## config.mk

```make
export PLATFORM = sky130hd
export DESIGN_NAME = kv_cell_controller
export DESIGN_NICKNAME = d
export VERILOG_FILES = /design/src/rtl/kv_cell_controller.sv
export SDC_FILE = /design/constraint.sdc
export NUM_CORES = 1
export LEC_CHECK = 0
export ABC_CLOCK_PERIOD_IN_PS = 3600
export CAP_MARGIN = 5
export CELL_PAD_IN_SITES_DETAIL_PLACEMENT = 0
export CELL_PAD_IN_SITES_GLOBAL_PLACEMENT = 1
export CORE_AREA = 2 2 318 320
export CTS_CLUSTER_DIAMETER = 80
export DETAILED_ROUTE_END_ITERATION = 7
export DIE_AREA = 0 0 320 322
export PLACE_DENSITY_LB_ADDON = 0.05
export SYNTH_ARGS = -nofsm -noshare
export SYNTH_HDL_FRONTEND = slang
export SYNTH_SLANG_ARGS = --single-unit
export TNS_END_PERCENT = 10
```

## constraint.sdc

```tcl
create_clock -name clk -period 3.6 [get_ports clk]
set_input_delay 0.36 -clock clk [delete_from_list [all_inputs] [get_ports clk]]
set_output_delay 0.36 -clock clk [all_outputs]
set_load 0.01 [all_outputs]
```

## src/rtl/kv_cell_controller.sv

```systemverilog
// Key/value cell sequencer: associative lookup, free-cell pick, one cell write per request.
// Response 2 edges after accept (3 for PUT/DEL writes); one request in flight, stalls in RESP until resp_ready.
module kv_cell_controller #(
  parameter int NUM_CELLS   = 8,
  parameter int KEY_WIDTH   = 8,
  parameter int VALUE_WIDTH = 64
) (
  input  logic                               clk,
  input  logic                               rst,
  input  logic                               req_valid,
  output logic                               req_ready,
  input  logic [1:0]                         req_op,
  input  logic [KEY_WIDTH-1:0]               req_key,
  input  logic [VALUE_WIDTH-1:0]             req_value,
  output logic                               resp_valid,
  input  logic                               resp_ready,
  output logic [1:0]                         resp_status,
  output logic [VALUE_WIDTH-1:0]             resp_value,
  output logic [NUM_CELLS-1:0]               cell_write_op,
  output logic [KEY_WIDTH-1:0]               cell_key_in,
  output logic [VALUE_WIDTH-1:0]             cell_value_in,
  input  logic [NUM_CELLS*KEY_WIDTH-1:0]     cell_key_out,
  input  logic [NUM_CELLS*VALUE_WIDTH-1:0]   cell_value_out,
  input  logic [NUM_CELLS-1:0]               cell_used,
  output logic [$clog2(NUM_CELLS+1)-1:0]     occupancy
);

  localparam int IDX_W = (NUM_CELLS > 1) ? $clog2(NUM_CELLS) : 1;
  localparam int OCC_W = $clog2(NUM_CELLS + 1);

  localparam logic [1:0] OP_GET  = 2'b01;
  localparam logic [1:0] OP_PUT  = 2'b10;
  localparam logic [1:0] ST_OK   = 2'd0;
  localparam logic [1:0] ST_MISS = 2'd1;
  localparam logic [1:0] ST_FULL = 2'd2;
  localparam logic [1:0] ST_ERR  = 2'd3;

  typedef enum logic [1:0] {S_IDLE, S_LOOKUP, S_WRITE, S_RESP} state_t;

  typedef struct packed {
    logic [1:0]             op;
    logic [KEY_WIDTH-1:0]   key;
    logic [VALUE_WIDTH-1:0] value;
  } req_t;

  state_t                 state_q, state_d;
  req_t                   req_q;
  logic [IDX_W-1:0]       wr_idx_q;
  logic [KEY_WIDTH-1:0]   wr_key_q;
  logic [VALUE_WIDTH-1:0] wr_value_q;
  logic [1:0]             status_q;
  logic [VALUE_WIDTH-1:0] rvalue_q;

  logic                   hit, free;
  logic [IDX_W-1:0]       hit_idx, free_idx;
  logic [VALUE_WIDTH-1:0] hit_value;
  logic [OCC_W-1:0]       occ_count;

  logic                   dec_write;
  logic [1:0]             dec_status;
  logic [VALUE_WIDTH-1:0] dec_rvalue;
  logic [IDX_W-1:0]       dec_idx;
  logic [KEY_WIDTH-1:0]   dec_key;
  logic [VALUE_WIDTH-1:0] dec_value;

  // Scan from the top down so the lowest matching / free index is the one left standing.
  always_comb begin
    hit       = 1'b0;
    hit_idx   = '0;
    hit_value = '0;
    free      = 1'b0;
    free_idx  = '0;
    for (int i = NUM_CELLS - 1; i >= 0; i--) begin
      if (cell_used[i] && (cell_key_out[i*KEY_WIDTH +: KEY_WIDTH] == req_q.key)) begin
        hit       = 1'b1;
        hit_idx   = IDX_W'(i);
        hit_value = cell_value_out[i*VALUE_WIDTH +: VALUE_WIDTH];
      end
      if (!cell_used[i]) begin
        free     = 1'b1;
        free_idx = IDX_W'(i);
      end
    end
  end

  always_comb begin
    occ_count = '0;
    for (int i = 0; i < NUM_CELLS; i++) begin
      occ_count = occ_count + OCC_W'(cell_used[i]);
    end
  end

  always_comb begin
    dec_write  = 1'b0;
    dec_status = ST_OK;
    dec_rvalue = '0;
    dec_idx    = '0;
    dec_key    = '0;
    dec_value  = '0;
    if (req_q.op == 2'b00 || req_q.key == '0) begin
      dec_status = ST_ERR;
    end else if (req_q.op == OP_GET) begin
      if (hit) dec_rvalue = hit_value;
      else     dec_status = ST_MISS;
    end else if (req_q.op == OP_PUT) begin
      if (hit || free) begin
        dec_write = 1'b1;
        dec_idx   = hit ? hit_idx : free_idx;
        dec_key   = req_q.key;
        dec_value = req_q.value;
      end else begin
        dec_status = ST_FULL;
      end
    end else begin
      // DEL clears the cell by writing the reserved empty key with a zero value.
      if (hit) begin
        dec_write = 1'b1;
        dec_idx   = hit_idx;
      end else begin
        dec_status = ST_MISS;
      end
    end
  end

  always_ff @(posedge clk) begin
    if (rst) state_q <= S_IDLE;
    else     state_q <= state_d;
  end

  always_comb begin
    state_d       = state_q;
    req_ready     = 1'b0;
    resp_valid    = 1'b0;
    cell_write_op = '0;
    cell_key_in   = '0;
    cell_value_in = '0;
    case (state_q)
      S_IDLE: begin
        req_ready = !rst;
        if (req_valid) state_d = S_LOOKUP;
      end
      S_LOOKUP: state_d = dec_write ? S_WRITE : S_RESP;
      S_WRITE: begin
        // Gated by rst so an abandoned write never lands on the reset edge.
        if (!rst) begin
          cell_write_op = NUM_CELLS'(1) << wr_idx_q;
          cell_key_in   = wr_key_q;
          cell_value_in = wr_value_q;
        end
        state_d = S_RESP;
      end
      S_RESP: begin
        resp_valid = !rst;
        if (resp_ready) state_d = S_IDLE;
      end
      default: state_d = S_IDLE;
    endcase
  end

  assign resp_status = status_q;
  assign resp_value  = rvalue_q;

  always_ff @(posedge clk) begin
    if (rst) begin
      req_q      <= '0;
      wr_idx_q   <= '0;
      wr_key_q   <= '0;
      wr_value_q <= '0;
      status_q   <= ST_OK;
      rvalue_q   <= '0;
      occupancy  <= '0;
    end else begin
      occupancy <= occ_count;
      if (state_q == S_IDLE && req_valid) begin
        req_q <= '{op: req_op, key: req_key, value: req_value};
      end
      if (state_q == S_LOOKUP) begin
        status_q   <= dec_status;
        rvalue_q   <= dec_rvalue;
        wr_idx_q   <= dec_idx;
        wr_key_q   <= dec_key;
        wr_value_q <= dec_value;
      end
      if (state_q == S_WRITE) status_q <= ST_OK;
      if (state_q == S_RESP && resp_ready) begin
        status_q <= ST_OK;
        rvalue_q <= '0;
      end
    end
  end

endmodule
```

==> impl_results.md, run 1 <==
- Met3 wire length: 9.05 mm
- Post-detail-place hpwl: 82.5 mm
- Via density: 4.48
- CP Launch Type: flop
- Post-synthesis area per instance: 7.75 sq um
- DR WL met2: 53.8 mm
- DRC violations left: 0
- MaxCap Viol Count: 0
- Tcrit/Tclk final: 89.9%
- GP Congestion: 0.826
- Total Routing Usage GR: 20.1%
- VDD IR max: 0.300 mV
- Placed Instance Area: 23,300 sq um
- Core ar.: 99,600 sq um
- Worst slack at placement: 75.4 ps
- CTS tree: done
- Rows: 116
- Largest net degree at the start of global routing: 100
- Htree depth: 2
- Gate Count Post-Synth: 1,729
- Fin nets: 3,151
- Post-Syn Area: 13,400 sq um
- Dpl cells: 3,734
- Fill cell count: 10,920
- Port buffer count: 813
- Routed Antenna Nets: 0
- Clk_lat worst skew: 560 ps
- Grt total ovfl: 0
- Leak: 8.61 nW
- CTS resizes: 0
- Global-route wire length before repair: 147 mm
- Fmax: 0.309 GHz
- CTS buffer count: 39
- Final setup TNS: 0 ps
- Clock transition at path regs: 60 ps
- Hold Fails Final Rpt: 0
- Die H: 322 microns
- Status: finished clean
- Initial Utilization: 13.5%
- Die area: 103,000 sq um
- Vias in the first global route: 17,799
- Reg area: 4420 sq um
- Critical setup path kind: flop to output port
- Net count after synthesis: 2,403
- Yosys top cell by area: dfxtp_1
- Die Wd: 320 microns
- Hold Path Class: input pin to flop
- DRT met1 WL: 42.7 mm
- Antenna violations before repair: 55
- Final wirelength: 108 mm
- Arrival @ worst endpoint: 2880 ps
- Top cell type's share of synthesized area: 33.0%
- Slew HR: 28.2%
- Post-synth EDFFs: 0
- Largest fanout on the critical path: 21
- Final Power: 8.98 mW
- Yosys warning count: 0
- RSZ-0062 raised after global routing: false
- Area Overhead vs Synth: 83.6%
- Initial DRC Count: 985
- Vias: 17,112
- Crit path capture type: output port
- Final Setup Violations: 0
- Async set-reset flop share out of synthesis: 0%
- # IOs: 814
- Top FF cell, synth: dfxtp_1
- Worst-Margin Slew: 1080 ps
- Pre-Repair DR Iteration Count: 5
- Final Worst Setup Slack: 364 ps
- Final Cell Area: 24,600 sq um
- Worst EP required: 3240 ps
- Worst Skew: 19.6 ps
- Layout cell share with drive strength beyond 1: 6.31%
- Fin cells: 3,821
- Register area share after synthesis: 33.0%
- Wire per inst: 28.4 microns
- Post-CTS Setup Repair Bufs: 0
- Clock Path Buffers: 3
- Post-synthesis register bit count: 221
- Min Tclk post-route: 3240 ps
- Hold Buf Count CTS: 0
- Final max-slew violation count: 0
- P per Cell Area: 365 nW/um^2
- Area of the multi-input gates: 8190 sq um
- Root Buffer Master: clkbuf_16
- Count of different cell masters after synthesis: 57
- Clock sinks: 221
- DR top layer: met5
- Top cells by area, synth: dfxtp_1 33%, nand2_1 8.6%, a22o_1 4.8%, a21oi_1 4.2%, nor2_1 4.0%
## through the flow
stage	hold WS, ps	utilization [%]
after global routing	173	24.7
final	180	24.7
after global placement	438	23.4
after CTS	136	24.7
after floorplan	434	-
after detailed placement	439	23.4
## report_power, final
group	switching, mW	total, mW	internal [mW]
clock network	1.46	3.75	2.29
logic	1.27	2.44	1.16
registers	0.152	2.80	2.64
total	2.88	8.98	6.10
## critical path, cell delays in order, from the launching register on
cell	delay, ps
dfxtp_1	340
inv_1	130
ha_1	240
nor2b_4	510
buf_4	310
nand2_1	70
nor3_1	140
clkdlybuf4s50_1	570
## cells in the final DEF, fill, tap and decap left out, drive strengths merged, types with 5 or more instances in the layout
cell type and instances:
clkbuf 55, nand4 14, xnor2 41, ha 8
a211o 31, inv 22, a21oi 113, diode 18
nor4 5, a22o 73, o31ai 7, o211ai 62
buf 75, nor3 31, nand2 308, clkdlybuf4s50 812
and2 75, a311o 13, dfxtp 221, nor2 144
a31oi 54, o21ai 22, o311ai 16, clkinv 5
or3 49, nand3 30, a221oi 45, a32o 45
a32oi 47, a221o 19, xor2 24
## worst paths after layout
path / from / to / slack [ps] / cells after the start
setup / recovery: state_q[0] / cell_write_op[1] / 360 / 7
hold / removal: rst / state_q[1] / 180 / 2
setup reg to reg: req_q[68] / resp_value[17] / 430 / 10
hold reg to reg: resp_value[57] / resp_value[57] / 440 / 2
## synth_stat cells (all sizes together) (3+ instances only)
cell type / count
a211o: 31
a21oi: 113
a221o: 19
a221oi: 45
a22o: 73
a311o: 13
a31oi: 54
a32o: 45
a32oi: 47
and2: 75
buf: 62
clkbuf: 118
dfxtp: 221
fa: 4
ha: 8
inv: 18
mux2i: 4
nand2: 308
nand3: 30
nand4: 14
nor2: 144
nor2b: 3
nor3: 31
nor3b: 3
nor4: 5
o211ai: 62
o21ai: 22
o311ai: 16
o31ai: 7
or3: 49
xnor2: 41
xor2: 24
## logic make-up after synthesis
family | Yosys count | share of synthesized area [%]
AOI/OAI and AO/OA | 558 | 31.9
xor gates and xnor gates | 65 | 4.25
adders and majority gates | 12 | 1.34
buffers and inverters | 198 | 6.60
DFF | 221 | 33.0
muxes | 4 | 0.299
and+or+nand+nor | 671 | 22.7
## routing by layer
metal | up-vias | global-route usage [%]
met5 | - | 0
met4 | 76 | 4.51
met3 | 177 | 7.44
met2 | 607 | 35.7
met1 | 8315 | 22.7
li1 | 7937 | -
## flip-flops by register name, indices dropped and copies added (netlist names)
signal and count:
occupancy 4, wr_idx_q 3, state_q 2, wr_value_q 64, wr_key_q 8, req_q 74, resp_value 64, resp_status 2
## area by class of cell
class                      instances  area share [%]
clock inverter                    14           0.625
timing repair buffer             887            36.6
multi-input combinational       1310            33.3
inverter                          18           0.274
sequential                       221            18.0
tap                             1298            6.60
antenna                           18           0.183
clock buffer                      55            4.50
Note: power is estimated with default switching activity, not from simulation.
==> run 2: changes to the inputs <==
--- a/config.mk
+++ b/config.mk
@@ -10,7 +10,6 @@
 export CELL_PAD_IN_SITES_DETAIL_PLACEMENT = 0
 export CELL_PAD_IN_SITES_GLOBAL_PLACEMENT = 1
 export CORE_AREA = 2 2 318 320
-export CTS_CLUSTER_DIAMETER = 80
 export DETAILED_ROUTE_END_ITERATION = 7
 export DIE_AREA = 0 0 320 322
 export PLACE_DENSITY_LB_ADDON = 0.05
==> run 2 against run 1 <==
Compared with the run above: total power shrank 3.8%; sequential power is essentially flat; combinational power is essentially flat; critical endpoint unchanged; count of clock-buffer cells in the layout shrank 1; design area shrank 0.70%.
==> impl_results.md, run 2 (synthesized netlist as in run 1, its figures left out) <==
- Clock transition at path regs: 60 ps (about the same)
- Final max-slew violation count: 0 (unchanged)
- Crit-path cells: inv_1 -> ha_1 -> nor2b_4 -> buf_4 -> nand2_1 -> nor3_1 -> clkdlybuf4s50_1
- Vias in the first global route: 17,741 (-0.33%)
- Crit path capture type: output port
- Area Overhead vs Synth: 82.3%
- CTS resizes: 0 (unchanged)
- Largest fanout on the critical path: 21 (unchanged)
- CTS tree: done
- Global-route wire length before repair: 147 mm (about the same)
- Hold Fails Final Rpt: 0 (unchanged)
- Slew HR: 29.1% (+0.96 points)
- Antenna violations before repair: 57 (+3.6%)
- Die H: 322 microns (unchanged)
- Max FFs per register: 74 (unchanged)
- Clock sinks: 221 (unchanged)
- RSZ-0062 raised after global routing: false
- MaxCap Viol Count: 0 (unchanged)
- DRC violations left: 0 (unchanged)
- Fmax: 0.309 GHz (about the same)
- Slowest stage delay, CP: 570 ps (about the same)
- Initial Utilization: 13.5% (unchanged)
- Final wirelength: 109 mm (+0.13%)
- Final setup TNS: 0 ps (unchanged)
- Port buffer count: 813 (unchanged)
- Layout cell share with drive strength beyond 1: 5.73% (-0.58 points)
- VDD IR max: 0.358 mV (+20%)
- Clock Path Buffers: 3 (unchanged)
- Vias: 17,143 (+0.18%)
- Via density: 4.50 (+0.44%)
- Initial DRC Count: 965 (-2.0%)
- Post-CTS Setup Repair Bufs: 0 (unchanged)
- Rows: 116 (unchanged)
- Largest net degree at the start of global routing: 100 (unchanged)
- Worst EP required: 3240 ps (about the same)
- GP Congestion: 0.826 (unchanged)
- Tcrit/Tclk final: 90.0% (about the same)
- Leak: 8.53 nW (-0.98%)
- Die area: 103,000 sq um (unchanged)
- # IOs: 814 (unchanged)
- Pre-Repair DR Iteration Count: 7 (+2)
- Top reg by flops: req_q
- Root Buffer Master: clkbuf_16
- Hold Path Class: input pin to flop
- Most common cell after layout, fill and taps aside: clkdlybuf4s50_1
- Total Routing Usage GR: 20.1% (about the same)
- CTS buffer count: 35 (-10%)
- Htree depth: 2 (unchanged)
- Final Util: 24.5% (-0.17 points)
- Routed Antenna Nets: 0 (unchanged)
- Grt total ovfl: 0 (unchanged)
- Worst-Margin Slew: 1060 ps (-14.4 ps)
- Wire per inst: 28.5 microns (+0.39%)
- Arrival @ worst endpoint: 2880 ps (about the same)
- Critical-path top delay cell: clkdlybuf4s50_1
- Die Wd: 320 microns (unchanged)
- Min Tclk post-route: 3240 ps (+2.81 ps)
- Hold Buf Count CTS: 0 (unchanged)
- Post-detail-place hpwl: 82.5 mm (unchanged)
- Clk_lat worst skew: 560 ps (about the same)
- Fill cell count: 10,944 (+0.22%)
- Final Setup Violations: 0 (unchanged)
- Critical setup path kind: flop to output port
- CP Launch Type: flop
- Commonest cells after routing, fill and taps aside: 812 x clkdlybuf4s50_1, 307 x nand2_1, 221 x dfxtp_1, 143 x nor2_1, 113 x a21oi_1
- Core ar.: 99,600 sq um (unchanged)
- P per Cell Area: 354 nW/um^2 (-3.1%)
- Status: finished clean
- Fin nets: 3,147 (-0.13%)
- Worst Skew: 21.6 ps (+1.93 ps)
run 2: cell types whose count changed in the layout (fill, tap and decap cells not counted), sizes merged:
| cell | before | now |
|---|---|---|
| clkinv | 5 | 3 |
| clkbuf | 55 | 54 |
| clkinvlp | 3 | 0 |
| bufinv | 2 | 1 |
| inv | 22 | 19 |
run 2: through the flow:
stage	hold WS, ps	instance area [sq um]	power [mW]	setup slack (ps)	instances
6_report	182	24400	8.64	361	3811
5_1_grt	171	24400	9.15	74.4	3799
4_1_cts	135	24400	8.88	215	3793
3_5_place_dp	439	23300	5.34	75.4	3734
3_3_place_gp	438	23300	5.33	33.0	3734
2_1_floorplan	434	13400	3.84	822	1729
run 2: final cells by class:
type                       instances  area (sq um)  area share (%)
timing repair buffer             887          9000            36.8
clock inverter                     5          90.1           0.369
multi-input combinational       1310          8190            33.5
antenna                           18          45.0           0.184
sequential                       221          4420            18.1
clock buffer                      54           998            4.08
tap                             1298          1620            6.64
inverter                          18          67.6           0.276
run 2: worst max-delay path: cells and delay by family, from the launching register on:
kind	cells	cell delay, ps
buffers and inverters	3	1010
flip-flops	1	340
adder cells (fa/ha/maj)	1	240
AND/OR/NAND/NOR	3	730
run 2: worst paths after layout:
check / start / end / slack (ps) / cells after the start
min: rst / state_q[1] / 180 / 2
max: state_q[0] / cell_write_op[1] / 360 / 7
max reg2reg: req_q[68] / resp_value[17] / 440 / 10
min reg2reg: resp_value[57] / resp_value[57] / 450 / 2
run 2: where the power goes:
group          total [mW]  internal, mW  switching, mW
registers            2.80          2.64          0.153
logic                2.43          1.16           1.27
clock network        3.42          1.99           1.42
total                8.64          5.80           2.84
run 2: metal layers:
layer	part of all wire [%]	up-vias	track usage (%)
li1	-	7920	-
met5	0.48	-	0
met1	39	8337	22.6
met2	50	634	36.0
met4	2.1	78	4.29
met3	8.4	174	7.45
